<file path="config.mk">
export PLATFORM = sky130hd
export DESIGN_NAME = bounce_sprite_engine
export DESIGN_NICKNAME = d
export VERILOG_FILES = /design/src/rtl/bounce_pkg.sv /design/src/rtl/bounce_axis.sv /design/src/rtl/bounce_sprite_engine.sv
export SDC_FILE = /design/constraint.sdc
export NUM_CORES = 1
export LEC_CHECK = 0
export BUFFER_PORTS_ARGS = -buffer_cell sky130_fd_sc_hd__buf_2
export CORE_MARGIN = 4
export CORE_UTILIZATION = 55
export DETAILED_ROUTE_END_ITERATION = 10
export GPL_ROUTABILITY_DRIVEN = 0
export GPL_TIMING_DRIVEN = 0
export PLACE_DENSITY = 0.73
export SETUP_SLACK_MARGIN = 0.2
export SYNTH_ARGS = -nofsm -noshare
export SYNTH_HDL_FRONTEND = slang
export SYNTH_SLANG_ARGS = --single-unit
export TNS_END_PERCENT = 100
</file>
<file path="constraint.sdc">
create_clock -name vgaclk -period 7.7 [get_ports vgaclk]
set_clock_uncertainty 0.2 [all_clocks]
set_input_delay 0.385 -clock vgaclk [delete_from_list [all_inputs] [get_ports vgaclk]]
set_output_delay 0.385 -clock vgaclk [all_outputs]
set_load 0.01 [all_outputs]
</file>
<file path="src/rtl/bounce_pkg.sv">
// Shared types and constants for the bouncing-sprite animator.
package bounce_pkg;

    localparam int SPR_CORDW = 10;
    localparam int HIT_W     = 16;

    typedef enum logic [1:0] {
        IDLE,
        UPDATE,
        DONE
    } state_t;

    typedef struct packed {
        logic [SPR_CORDW-1:0] bx;
        logic [SPR_CORDW-1:0] by;
        logic                 dx;
        logic                 dy;
    } sprite_t;

endpackage

</file>
<file path="src/rtl/bounce_axis.sv">
// Single-axis sprite step with wall reflection and clamping to [lo, hi-size].
// Purely combinational: zero latency, no flow control.
module bounce_axis #(
    parameter int W = 10
) (
    input  logic [W-1:0] pos_i,
    input  logic         dir_i,
    input  logic [3:0]   step_i,
    input  logic [W-1:0] lo_i,
    input  logic [W-1:0] hi_i,
    input  logic [W-1:0] size_i,
    output logic [W-1:0] npos_o,
    output logic         ndir_o,
    output logic         hit_o
);

    // One extra bit so pos+step+size never wraps near the top of the coordinate range.
    logic [W:0] pos_e, step_e, lo_e, hi_e, size_e;

    assign pos_e  = {1'b0, pos_i};
    assign step_e = (W+1)'(step_i);
    assign lo_e   = {1'b0, lo_i};
    assign hi_e   = {1'b0, hi_i};
    assign size_e = {1'b0, size_i};

    always_comb begin
        npos_o = pos_i;
        ndir_o = dir_i;
        hit_o  = 1'b0;
        if (!dir_i) begin
            if (pos_e + step_e + size_e > hi_e) begin
                npos_o = W'(hi_e - size_e);
                ndir_o = 1'b1;
                hit_o  = 1'b1;
            end else begin
                npos_o = W'(pos_e + step_e);
            end
        end else begin
            if (pos_e < lo_e + step_e) begin
                npos_o = lo_i;
                ndir_o = 1'b0;
                hit_o  = 1'b1;
            end else begin
                npos_o = W'(pos_e - step_e);
            end
        end
    end

endmodule

</file>
<file path="src/rtl/bounce_sprite_engine.sv">
// Bouncing-sprite animator: one sprite updated per cycle after the frame tick, frame_done at tick+1+NUM_BALLS.
// Draw outputs are combinational; no backpressure. BOUNCE_COUNT_EN adds the saturating hit_cnt port.
module bounce_sprite_engine
    import bounce_pkg::*;
#(
    parameter int CORDW     = 10,
    parameter int NUM_BALLS = 2,
    parameter int B_SIZE    = 16,
    parameter int BOX_X0    = 220,
    parameter int BOX_X1    = 420,
    parameter int BOX_Y0    = 190,
    parameter int BOX_Y1    = 290,
    parameter int ANIM_X    = 0,
    parameter int ANIM_Y    = 480
) (
    input  logic                 vgaclk,
    input  logic                 rst_n,
    input  logic [CORDW-1:0]     x,
    input  logic [CORDW-1:0]     y,
    input  logic                 pause,
    input  logic [3:0]           sp_x,
    input  logic [3:0]           sp_y,
`ifdef BOUNCE_COUNT_EN
    output logic [HIT_W-1:0]     hit_cnt,
`endif
    output logic [NUM_BALLS-1:0] b_draw,
    output logic                 b_square,
    output logic                 frame_done
);

    localparam int IDX_W = (NUM_BALLS > 1) ? $clog2(NUM_BALLS) : 1;
    localparam logic [IDX_W-1:0] LAST   = IDX_W'(NUM_BALLS - 1);
    localparam logic [CORDW-1:0] X0     = CORDW'(BOX_X0);
    localparam logic [CORDW-1:0] X1     = CORDW'(BOX_X1);
    localparam logic [CORDW-1:0] Y0     = CORDW'(BOX_Y0);
    localparam logic [CORDW-1:0] Y1     = CORDW'(BOX_Y1);
    localparam logic [CORDW-1:0] SIZE   = CORDW'(B_SIZE);
    localparam logic [CORDW:0]   SIZE_E = (CORDW+1)'(B_SIZE);

    if (CORDW != SPR_CORDW || NUM_BALLS < 1 || NUM_BALLS > 8 ||
        BOX_X0 + NUM_BALLS * B_SIZE > BOX_X1 ||
        BOX_Y0 + (NUM_BALLS - 1) * (B_SIZE / 2) + B_SIZE > BOX_Y1) begin : g_bad_params
        $fatal(1, "bounce_sprite_engine: parameters place sprites outside the box");
    end

    state_t          state_q, state_d;
    logic [IDX_W-1:0] idx_q, idx_d;
    logic [3:0]      spx_q, spx_d, spy_q, spy_d;
    sprite_t         spr_q [NUM_BALLS];
    sprite_t         spr_d [NUM_BALLS];
    sprite_t         cur;
    logic [CORDW-1:0] nbx, nby;
    logic            ndx, ndy, hit_x, hit_y, tick;

    assign tick = (x == CORDW'(ANIM_X)) && (y == CORDW'(ANIM_Y)) && !pause;
    assign cur  = spr_q[idx_q];

    bounce_axis #(.W(CORDW)) u_axis_x (
        .pos_i(cur.bx), .dir_i(cur.dx), .step_i(spx_q), .lo_i(X0), .hi_i(X1), .size_i(SIZE),
        .npos_o(nbx), .ndir_o(ndx), .hit_o(hit_x)
    );

    bounce_axis #(.W(CORDW)) u_axis_y (
        .pos_i(cur.by), .dir_i(cur.dy), .step_i(spy_q), .lo_i(Y0), .hi_i(Y1), .size_i(SIZE),
        .npos_o(nby), .ndir_o(ndy), .hit_o(hit_y)
    );

    always_ff @(posedge vgaclk) begin
        if (!rst_n) state_q <= IDLE;
        else        state_q <= state_d;
    end

    always_comb begin
        state_d = state_q;
        case (state_q)
            IDLE:    if (tick) state_d = UPDATE;
            UPDATE:  if (idx_q == LAST) state_d = DONE;
            DONE:    state_d = IDLE;
            default: state_d = IDLE;
        endcase
    end

    always_comb begin
        frame_done = (state_q == DONE);
        b_square   = (x >= X0) && (x < X1) && (y >= Y0) && (y < Y1);
        b_draw     = '0;
        for (int i = 0; i < NUM_BALLS; i++) begin
            b_draw[i] = (x >= spr_q[i].bx) && ({1'b0, x} < {1'b0, spr_q[i].bx} + SIZE_E) &&
                        (y >= spr_q[i].by) && ({1'b0, y} < {1'b0, spr_q[i].by} + SIZE_E);
        end
    end

    always_comb begin
        spr_d = spr_q;
        idx_d = idx_q;
        spx_d = spx_q;
        spy_d = spy_q;
        if (state_q == IDLE && tick) begin
            spx_d = sp_x;
            spy_d = sp_y;
            idx_d = '0;
        end
        if (state_q == UPDATE) begin
            // A direction only changes on a wall hit; the hit flag gates it.
            spr_d[idx_q] = '{bx: nbx, by: nby,
                             dx: hit_x ? ndx : cur.dx,
                             dy: hit_y ? ndy : cur.dy};
            if (idx_q != LAST) idx_d = idx_q + 1'b1;
        end
    end

    always_ff @(posedge vgaclk) begin
        if (!rst_n) begin
            idx_q <= '0;
            spx_q <= 4'd1;
            spy_q <= 4'd1;
            for (int i = 0; i < NUM_BALLS; i++) begin
                spr_q[i].bx <= SPR_CORDW'(BOX_X0 + i * B_SIZE);
                spr_q[i].by <= SPR_CORDW'(BOX_Y0 + i * (B_SIZE / 2));
                spr_q[i].dx <= 1'b0;
                spr_q[i].dy <= 1'b0;
            end
        end else begin
            idx_q <= idx_d;
            spx_q <= spx_d;
            spy_q <= spy_d;
            spr_q <= spr_d;
        end
    end

`ifdef BOUNCE_COUNT_EN
    logic [HIT_W-1:0] hit_q, hit_d;

    // A corner contact is one hit, and the counter sticks at all-ones.
    always_comb begin
        hit_d = hit_q;
        if (state_q == UPDATE && (hit_x || hit_y) && hit_q != '1) hit_d = hit_q + 1'b1;
    end

    always_ff @(posedge vgaclk) begin
        if (!rst_n) hit_q <= '0;
        else        hit_q <= hit_d;
    end

    assign hit_cnt = hit_q;
`endif

endmodule

</file>
Word-level counts from Yosys, hierarchy flattened
Index checks and enable logic that the tools add are counted.
Word-level totals
  output and inout bits: 4
  bits of input ports: 31
  logic and storage cells: 96
  bits in registers: 55
Cells by class
  reductions and logical operators: 17
  bitwise operators: 1
  eq/ne operators: 5
  muxes and demuxes: 30
  magnitude comparators: 18
  add/sub/neg operators: 13
Operators by type and width (count)
  $mux 22: 4
  $lt 10x11->1: 6
  $mux 10: 6
  $add 10x5->11 const B: 4
  $bwmux 44: 1
  $ge 10x10->1: 4
  $add 10x4->11: 2
  $add 11x5->11 const B: 2
  $demux 22 s1: 1
  $gt 11x9->1 const B: 2
  $ge 10x8->1 const B: 2
  $lt 10x9->1 const B: 2
  $sub 10x4->10: 2
  $add 8x4->9 const A: 2
  $mux 1: 15
  $logic_and 1x1->1: 13
  $eq 10x9->1 const B: 1
  $logic_not 10->1: 1
  $mux 2: 2
  $ne 2x2->1 const B: 2
  $pmux 2 s2: 1
  $eq 2x1->1 const B: 1
  $eq 2x2->1 const B: 1
  $ge 2x2->1 const B: 1
  other kinds (6): 6

Logic depth before layout (Yosys ltp)
Gate-level depths: netlist of the first run.
  word-level depth: 11
  depth in mapped cells: 24
  depth with buffers taken out: 18

By module
Synthesis of the first run repeated with hierarchy kept, for this count alone.
Unflattened totals
  cell total of the unflattened synthesis: 1178
  area total of the unflattened synthesis: 9021.2 µm²
By module, submodules not included
  bounce_sprite_engine: cells each 526, area each 4184.0 µm², seq. area each 1101.1 µm², instances 1
  bounce_axis at u_axis_x: cells each 333, area each 2458.6 µm², seq. area each 0.0 µm², instances 1
  bounce_axis at u_axis_y: cells each 319, area each 2378.5 µm², seq. area each 0.0 µm², instances 1

Least setup slack after synthesis of the first run
No wires, ideal clock.
  path kind: register to register
  start: reg idx_q
  end: reg spr_q[38] (netlist name)
  period minus slack after synthesis: 4.823 ns
  stages on the path, launching flop included: 24
  path buffers: 5
  setup slack: 2.877 ns
  setup time: 0.143 ns
  arrival: 4.480 ns
  cell sequence: dfxtp_1 -> buf_6 -> buf_6 -> buf_2 -> clkbuf_1 -> clkbuf_1 -> nand2_1 -> o21ai_0 -> ha_1 -> a211oi_1 -> o31ai_1 -> a21oi_1 -> nor2_1 -> inv_1 -> ha_1 -> a21oi_1 -> o31ai_1 -> o21a_1 -> nor4_2 -> or3_4 -> a21oi_4 -> a32oi_1 -> o21ai_1 -> o211ai_1
On the way
  cells in the longest elaborated chain, start to end: 10
Ends and longest elaborated chain
  start: declaration: line bounce_sprite_engine.sv:47  | logic [IDX_W-1:0] idx_q, idx_d;
  start signal: assignment: line bounce_sprite_engine.sv:124  | idx_q <= idx_d;
  $not 1->2 (*): line bounce_sprite_engine.sv:56, bounce_sprite_engine.sv:107
  $mux 22 (not written as such) (3 in a row): line bounce_sprite_engine.sv:56  | assign cur = spr_q[idx_q];
  $add 10x4->11: line bounce_axis.sv:31  | if (pos_e + step_e + size_e > hi_e) begin
  $add 11x5->11: line bounce_axis.sv:31
  $gt 11x9->1: line bounce_axis.sv:31
  $mux 10: line bounce_axis.sv:31
  $mux 10: line bounce_axis.sv:30  | if (!dir_i) begin
  $bwmux 44 (*): line bounce_sprite_engine.sv:105  | spr_d[idx_q] = '{bx: nbx, by: nby,
  end signal: assignment: line bounce_sprite_engine.sv:127  | spr_q <= spr_d;
  end: declaration: line bounce_sprite_engine.sv:49  | sprite_t spr_q [NUM_BALLS];
Mark *: on every way between the ends. The rest lies on a longest branch, timed or not. The select of a mux whose other input is x is not followed.
A chain may end at the register's enable or synchronous reset.

Final worst setup path of the first run
Ends and elaborated chain as after synthesis.

==> flow_summary.yaml, run 1 <==
setup_path:
  arrival_ns: 6.08
  reg2reg_depth: 22
  worstReg2RegStart: "idx_q$_SDFF_PN0_"
  worstSetupPathType: "reg -> reg"
  rrSetupSlack_ns: 1.58
  cp-start-kind: "flip-flop"
  end_kind: "flip-flop"
  worstPathMaxFanout: 10
  timing.rr.end: "spr_q[38]$_SDFFE_PN1P_"
  required_ns: 7.66
layout:
  insertedDiodeCount: 0
  drive_above_1_share_pct: 11.0
  nets: 959
  final_cells: 966
  final_util_pct: 61.7
  design_area_um2: 6810
  syn_to_final_growth_pct: 8.12
min_path:
  min_path_type: "in -> reg"
  min_from: "sp_x[0]"
  whs_path_depth: 3
  hold_end: "spx_q[0]$_SDFFE_PN1P_"
sta:
  report.final.setup_viol: 0
  rsz0062_at_grt: "no"
  layout_min_cycle_time_ns: 6.12
  worst_pin_slew_ns: 1.03
  setup_tns_ns: 0
  whs_ns: 0.106
  fin_ws_ns: 1.58
  period_share_pct: 79.5
  hold_viol_final: 0
  fmax_mhz: 163
  slew_headroom_pct: 31.4
  drv_slew: 0
logic_synthesis:
  yosysWarnings: 0
  syn_area_um2: 6300
  yosysMostFrequentCell: "ha_1"
  ys_seq_area_share_pct: 17.5
  synthArstFlopShare_pct: 0
  syn_inst: 785
  synth-main-ff-cell: "dfxtp_1"
  synth.avg_cell_area_um2: 8.02
  synth_cell_type_count: 87
  synth_top_area_cell: "ha_1"
  synth_top_area_share_pct: 19.7
  synth-edff-count: 0
  syn-num-nets: 919
  synth_common_cells: "99 x ha_1, 80 x nand2_1, 76 x inv_1"
  ys_ff_latch: 55
  synth_area_leaders: "ha_1 20%, dfxtp_1 17%, nand2_1 4.8%"
routing:
  post_drt_wl_per_cell_um: 17.9
  wirelength_um: 17300
  ant_nets: 0
  initialDrtViolationCount: 547
  drc_errors: 0
  vias: 5999
  first_pass_iters: 5
  via_per_inst: 6.21
clocking:
  clk_root_buffer_cell: "clkbuf_16"
  cts_made_buffers: 5
  tritoncts: "yes"
  clk_latency_ns: 0.30
  htreeDepth: 2
  postCtsSetupBuffers: 0
  clock_path_buffers: 2
  clock_sinks: 55
  clk_pin_slew_ns: 0.08
  cts_hold_buf: 0
  ctsResizeCount: 0
power:
  cellLeakagePower_nw: 3.00
  p_per_area_nw_per_um2: 89.8
  irDropWorstVdd_mv: 0.0797
  total_power_uw: 611
place:
  dp.cells: 958
  post_dp_cell_area_um2: 6640
  pre_cts_ws_ns: 1.75
  portBuffers: 33
  dp_hpwl_um: 14000
die:
  die_y_um: 115
  num_rows: 38
  start_util_pct: 57.1
  io_pins: 35
  core_area_um2: 11000
  dieArea_um2: 13200
  fp.dieW_um: 115
run_status:
  status: "completed"
flow_run:
  drv_cap: 0
global_route:
  grt_max_degree: 19
  grt_use_total_pct: 26.2
  antenna_found_initial: 0
  grt_first_pass_wirelength_um: 28400
  grt_pass1_vias: 5789
  grt-ovfl-total: 0
## cell families after synthesis
kind of cell / Yosys count / synth area share, %
buffers and inverters: 104 / 6.73
DFF: 55 / 17.5
AOI/OAI and AO/OA: 219 / 25.0
and+or+nand+nor: 241 / 19.4
xor gates and xnor gates: 35 / 5.22
muxes: 28 / 5.26
adders and majority gates: 103 / 20.9
## per-layer routing
metal | global-route usage [%] | part of all wire, % | vias to the layer above
met5 | 0 | 0 | -
met2 | 43.4 | 45 | 238
met3 | 2.95 | 7.5 | 26
li1 | - | - | 2924
met1 | 36.1 | 45 | 2811
met4 | 7.51 | 2.0 | 0
## worst max-delay path, stage by stage (launching register included)
cell	delay, ns
dfxtp_1	0.33
buf_6	0.18
buf_6	0.19
buf_2	0.32
clkbuf_1	0.43
clkbuf_1	0.40
o21ai_0	0.39
ha_1	0.42
a211oi_1	0.56
o31ai_1	0.21
a21oi_1	0.17
nor2_1	0.09
inv_1	0.09
ha_1	0.14
a21oi_1	0.06
o31ai_1	0.32
o21a_1	0.24
nor4_2	0.08
or3_4	0.35
a21oi_4	0.29
a32oi_1	0.16
o21ai_1	0.21
o211ai_1	0.12
## flip-flops by register name, summed over array words and instances, names as in the netlist
| name | count |
|---|---|
| spx_q | 4 |
| spr_q | 44 |
| idx_q | 1 |
| state_q | 2 |
| spy_q | 4 |
## worst max path at each step
stage / startpoint / to / depth (start not counted)
2_1_floorplan: idx_q$_SDFF_PN0_ / spr_q[38]$_SDFFE_PN1P_ / 23
3_3_place_gp: idx_q$_SDFF_PN0_ / spr_q[38]$_SDFFE_PN1P_ / 22
3_5_place_dp: idx_q$_SDFF_PN0_ / spr_q[38]$_SDFFE_PN1P_ / 22
4_1_cts: idx_q$_SDFF_PN0_ / spr_q[38]$_SDFFE_PN1P_ / 22
5_1_grt: idx_q$_SDFF_PN0_ / spr_q[38]$_SDFFE_PN1P_ / 23
6_report: idx_q$_SDFF_PN0_ / spr_q[38]$_SDFFE_PN1P_ / 22
## cells in the final DEF, fill, tap and decap left out, types with 28 or more instances in the layout
master	n
buf_2	36
a21oi_1	38
nand2_1	80
nand3_1	32
xnor2_1	28
ha_1	99
nor2_1	34
dfxtp_1	55
o21ai_0	35
inv_1	76
## final cells by class
| type | count | area [µm²] |
|---|---|---|
| Multi-Input combinational cell | 626 | 4770 |
| Fill cell | 996 | 4220 |
| Timing Repair Buffer | 33 | 165 |
| Sequential cell | 55 | 1100 |
| Inverter | 78 | 293 |
| Buffer | 26 | 131 |
| Clock inverter | 3 | 46.3 |
| Tap cell | 140 | 175 |
| Clock buffer | 5 | 125 |
## power breakdown
group / switching, mW / leakage [nW] / total, mW / internal, mW
logic: 0.0355 / 2.48 / 0.0610 / 0.0255
clock network: 0.111 / 0.0804 / 0.266 / 0.155
registers: 0.000000161 / 0.444 / 0.284 / 0.284
total: 0.147 / 3.00 / 0.611 / 0.464
(Power assumes the default switching activity.)
==> run 2: changes to the inputs <==
- ABC_AREA: unset -> 1
- clock period: 7.7 -> 6.15 ns (I/O delays scaled with it)
==> run 2 against run 1 <==
Sequential cell count stayed put. Sequential power grew 25%. Wire length shrank 5.0%. Sequential share of layout area down 0.28 points. Largest cell class unchanged. Global-route usage shrank 1.5 points. Area after synthesis rose by 2.0%.
==> flow_summary.yaml, run 2 <==
logic_synthesis:
  syn_area_um2: 6430
  syn_inst: 966
  synth_cell_type_count: 50
  synthArstFlopShare_pct: 0
  synth-main-ff-cell: "dfxtp_1"
  synth_top_area_share_pct: 19.3
  synth-edff-count: 0
  synth_common_cells: "193 x nand2_1, 140 x inv_1, 99 x ha_1"
  ys_seq_area_share_pct: 17.1
  yosysWarnings: 0
  yosysMostFrequentCell: "nand2_1"
  synth_area_leaders: "ha_1 19%, dfxtp_1 17%, nand2_1 11%"
  synth.avg_cell_area_um2: 6.65
  syn-num-nets: 1100
  ys_ff_latch: 55
  synth_top_area_cell: "ha_1"
flow_run:
  drv_cap: 0
sta:
  slew_headroom_pct: 45.4
  hold_viol_final: 0
  layout_min_cycle_time_ns: 4.62
  worst_pin_slew_ns: 0.811
  fmax_mhz: 216
  setup_tns_ns: 0
  drv_slew: 0
  report.final.setup_viol: 0
  rsz0062_at_grt: "no"
  period_share_pct: 75.1
setup_path:
  arrival_ns: 4.62
  worstSetupPathType: "reg -> reg"
  required_ns: 6.15
  path_buf_inv: 9
  path_delay_family: "simple AND/OR/NAND/NOR gates"
  end_kind: "flip-flop"
  critPathMaxStageDelay_ns: 0.45
  worstPathMaxFanout: 10
  cpMostUsedCell: "nand2_1"
  cp-start-kind: "flip-flop"
  crit_slowest_cell: "ha_1"
global_route:
  grt_first_pass_wirelength_um: 26900
  grt_max_degree: 18
  antenna_found_initial: 0
  grt_pass1_vias: 5709
  grt-ovfl-total: 0
  grt_use_total_pct: 24.8
power:
  p_per_area_nw_per_um2: 106
  cellLeakagePower_nw: 3.37
  irDropWorstVdd_mv: 0.101
layout:
  seq_area_um2: 1100
  final_common_cell: "nand2_1"
  multi_input_area_um2: 4630
  nets: 1141
  mostFrequentLayoutCells: "193 x nand2_1, 140 x inv_1, 99 x ha_1"
  syn_to_final_growth_pct: 7.85
  reg.largest.list: "spr_q: 44 flops, spx_q: 4 flops, spy_q: 4 flops"
  insertedDiodeCount: 0
  largest_reg_flops: 44
  final_util_pct: 60.7
  final.fill_count: 1139
  regMostFlops: "spr_q"
  drive_above_1_share_pct: 12.1
die:
  fp.dieW_um: 116
  die_y_um: 116
  io_pins: 35
  start_util_pct: 56.3
  core_area_um2: 11400
  dieArea_um2: 13500
  num_rows: 39
place:
  portBuffers: 34
  dp_hpwl_um: 13700
clocking:
  htreeDepth: 2
  cts_made_buffers: 5
  cts_hold_buf: 0
  clk_latency_ns: 0.30
  ctsResizeCount: 0
  tritoncts: "yes"
  clk_root_buffer_cell: "clkbuf_16"
  postCtsSetupBuffers: 0
  clk_pin_slew_ns: 0.07
  clock_path_buffers: 2
  clock_sinks: 55
routing:
  post_drt_wl_per_cell_um: 14.3
  wirelength_um: 16400
  initialDrtViolationCount: 420
  vias: 6250
  first_pass_iters: 5
  drc_errors: 0
  ant_nets: 0
  via_per_inst: 5.43
run_status:
  status: "completed"
min_path:
  min_path_type: "in -> reg"
-- run 2: changes by cell type after synthesis, sizes merged, moves of 25 or more --
cell	previous run	this run
inv	78	150
mux2i	25	0
nand3	32	87
nand2	81	218
a21oi	42	88
nor2	35	76
-- run 2: cell type report --
type,instances,area share [%]
multi-input cells,738,66.9
repair buffers,34,2.45
flip-flops and latches,55,15.9
clock inverters,2,0.235
clock buffers,6,2.00
plain buffers,20,1.70
inverters,153,8.29
well taps,143,2.58
-- run 2: per-stage QoR --
| step | hold slack [ns] | cell area [µm²] | setup slack [ns] | power [mW] | std cells |
|---|---|---|---|---|---|
| after floorplan | 0.234 | 6430 | 2.31 | 0.410 | 966 |
| after global placement | 0.251 | 6780 | 1.59 | 0.443 | 1143 |
| after detailed placement | 0.253 | 6780 | 1.57 | 0.445 | 1143 |
| after CTS | 0.0370 | 6930 | 1.55 | 0.735 | 1151 |
| after global routing | 0.0468 | 6930 | 1.08 | 0.765 | 1151 |
| final | 0.0364 | 6930 | 1.53 | 0.735 | 1151 |
-- run 2: layer usage --
metal	global-route usage (%)	vias to the layer above	wire [µm]
met3	2.12	13	670
met2	41.8	138	7300
met5	0	-	0
li1	-	3304	-
met1	34.8	2795	8280
met4	4.95	0	164
-- run 2: cell families (layout without fill, tap and decap cells) --
family,after synthesis,after routing,share of synthesized area [%]
xor gates and xnor gates,27,27,3.80
adders and majority gates,103,103,20.5
buffers and inverters,173,215,10.8
AOI/OAI and AO/OA,191,191,18.0
and+or+nand+nor,417,417,29.7
DFF,55,55,17.1
-- run 2: where the power goes --
part           leakage [nW]  internal, mW  switching (mW)  total [mW]
Clock                0.0731         0.163           0.134       0.297
Sequential            0.444         0.356     0.000000255       0.356
Combinational          2.85        0.0312          0.0502      0.0814
-- run 2: worst paths after layout --
path                     startpoint                     end  slack, ns  cells after the start
min reg2reg  spr_q[26]$_SDFFE_PN1P_  spr_q[26]$_SDFFE_PN1P_       0.27                      2
max                idx_q$_SDFF_PN0_  spr_q[32]$_SDFFE_PN0P_       1.53                     33
min                         sp_x[0]   spx_q[0]$_SDFFE_PN1P_       0.04                      3
max reg2reg        idx_q$_SDFF_PN0_  spr_q[32]$_SDFFE_PN0P_       1.53                     33
-- run 2: worst min-delay path: cells and delay by family --
kind | cells | cell delay, ns
AND/OR/NAND/NOR | 2 | 0.12
buffers and inverters | 1 | 0.08
==> run 3: changes to the inputs <==
- ABC_AREA: 1 -> 0
- clock period: 6.15 -> 4.5 ns (I/O delays scaled with it)
==> run 3 against run 2 <==
The run now ends with hold timing left. Sequential cell count unchanged. Hold slack got worse by 0.052 ns. Largest cell class unchanged. First-iteration DRC count is 54% higher. Global-route usage up 3.4 points. Clock power is 48% higher. Non-clock buffer count increased by 50. Critical path type unchanged. Clock-buffer cell count shrank 1. Wire length up 16%. Design area increased by 11%.
==> flow_summary.yaml, run 3 (same netlist as run 1, synthesis figures left out) <==
run_status:
  status: "finished with violations"
  violations: "hold timing"
flow_run:
  drv_cap: 0
layout:
  design_area_um2: 7730
  final.fill_count: 829
  final_util_pct: 70.0
  reg.largest.list: "spr_q: 44 flops, spx_q: 4 flops, spy_q: 4 flops"
  regMostFlops: "spr_q"
  nets: 1004
  drive_above_1_share_pct: 23.0
  syn_to_final_growth_pct: 22.7
  insertedDiodeCount: 0
  final_common_cell: "ha_1"
  mostFrequentLayoutCells: "88 x ha_1, 74 x nand2_1, 73 x inv_1"
  largest_reg_flops: 44
  final_cells: 1010
die:
  fp.dieW_um: 115
  dieArea_um2: 13200
  die_y_um: 115
  io_pins: 35
  start_util_pct: 57.1
  num_rows: 38
  core_area_um2: 11000
sta:
  period_share_pct: 98.1
  rsz0062_at_grt: "yes"
  slew_headroom_pct: 29.4
  fmax_mhz: 227
  worst_pin_slew_ns: 1.05
  whs_ns: -0.0156
  drv_slew: 0
  hold_viol_final: 1
  layout_min_cycle_time_ns: 4.41
  setup_tns_ns: 0
  report.final.setup_viol: 0
setup_path:
  worstSetupPathType: "reg -> reg"
  crit_slowest_cell: "o311ai_1"
  required_ns: 4.44
  worstPathMaxFanout: 8
  timing.rr.end: "spr_q[19]$_SDFFE_PN1P_"
  path_buf_inv: 7
  rrSetupSlack_ns: 0.09
  end_kind: "flip-flop"
  cpMostUsedCell: "buf_6"
  arrival_ns: 4.36
  crit_chain: "buf_6 > buf_12 > buf_12 > clkbuf_16 > clkbuf_16 > o21ai_4 > ha_4 > buf_6 > nor2b_4 > o311ai_1 > o211ai_1 > nor3b_1 > nand4_1 > a32o_2 > a21oi_4 > buf_6 > a22o_1 > o211ai_1"
  reg2reg_depth: 18
  critPathMaxStageDelay_ns: 0.55
  path_delay_family: "compound AO/OA/AOI/OAI gates"
  worstReg2RegStart: "idx_q$_SDFF_PN0_"
  worstSetupStartpoint: "idx_q$_SDFF_PN0_"
  cp-start-kind: "flip-flop"
place:
  portBuffers: 33
  dp_hpwl_um: 14100
  dp.cells: 958
  post_dp_cell_area_um2: 6680
min_path:
  min_from: "sp_x[2]"
  hold_end: "spx_q[2]$_SDFFE_PN0P_"
  whs_path_depth: 3
  min_path_type: "in -> reg"
power:
  p_per_area_nw_per_um2: 134
  cellLeakagePower_nw: 3.33
  irDropWorstVdd_mv: 0.141
  total_power_mw: 1.04
routing:
  wirelength_um: 19100
  post_drt_wl_per_cell_um: 18.9
  first_pass_iters: 5
  drc_errors: 0
  initialDrtViolationCount: 645
  vias: 6367
  ant_nets: 0
  via_per_inst: 6.30
global_route:
  grt_use_total_pct: 28.2
  grt-ovfl-total: 0
  grt_max_degree: 17
  grt_first_pass_wirelength_um: 30300
  grt_pass1_vias: 6154
  antenna_found_initial: 0
clocking:
  tritoncts: "yes"
  clock_sinks: 55
  clk_root_buffer_cell: "clkbuf_16"
  clk_pin_slew_ns: 0.07
  clock_path_buffers: 2
  cts_made_buffers: 5
  htreeDepth: 2
  clk_latency_ns: 0.29
==> run 3: cell count changes in the layout (fill, tap and decap cells not counted), sizes merged, moves of 37 or more <==
cell,before,now
a21oi,88,42
inv,150,78
nor2,76,35
nand3,87,32
nand2,218,81
buf,42,79
==> run 3: worst max-delay path by stage <==
stage / end / slack [ns] / cells after the start
2_1_floorplan: spr_q[38]$_SDFFE_PN1P_ / 0.21 / 23
3_3_place_gp: spr_q[38]$_SDFFE_PN1P_ / -0.65 / 22
3_5_place_dp: spr_q[38]$_SDFFE_PN1P_ / -0.74 / 22
4_1_cts: spr_q[38]$_SDFFE_PN1P_ / 0.20 / 22
5_1_grt: spr_q[36]$_SDFFE_PN1P_ / 0.02 / 18
6_report: spr_q[19]$_SDFFE_PN1P_ / 0.09 / 18
==> run 3: power by group <==
part           leakage [nW]  switching (mW)  internal [mW]  total, mW
sequential            0.444     0.000000290          0.486      0.486
combinational          2.81          0.0618         0.0476      0.109
clock                0.0759           0.180          0.260      0.440
==> run 3: layout make-up <==
cell class	count	area, µm²	share of cell area, %
Buffer	26	199	2.57
Clock buffer	5	125	1.62
Timing Repair Buffer	78	536	6.93
Clock inverter	2	37.5	0.486
Tap cell	140	175	2.27
Inverter	78	293	3.79
Multi-Input combinational cell	626	5260	68.1
Sequential cell	55	1100	14.3
==> run 3: stage by stage <==
step	setup WS, ns	hold WS, ns
final	0.0857	-0.0156
after global routing	0.0171	0.0406
after CTS	0.198	0.00467
after detailed placement	-0.738	0.254
after global placement	-0.647	0.245
after floorplan	0.205	0.154
==> run 3: timing repair <==
item | 4_1_cts | 5_1_grt
endpoints found under the setup margin | 42 | 42
gates cloned | 1 | 0
hold buffers | 7 | 0
hold endpoints to repair | 7 | 0
pin swaps | 22 | 41
buffers inserted | 23 | 14
resized for setup | 69 | 43
==> run 3: worst min-delay path, delay by kind of cell <==
family | cells | cell delay [ns]
muxes | 1 | 0.05
and+or+nand+nor | 1 | 0.09
buffers and inverters | 1 | 0.07
==> run 3: per-layer routing <==
| metal | track usage, % | part of all wire [%] | vias to the layer above |
|---|---|---|---|
| met1 | 38.0 | 44 | 3049 |
| li1 | - | - | 3007 |
| met2 | 47.9 | 46 | 266 |
| met5 | 0 | 0 | - |
| met3 | 2.79 | 7.1 | 45 |
| met4 | 8.06 | 2.6 | 0 |
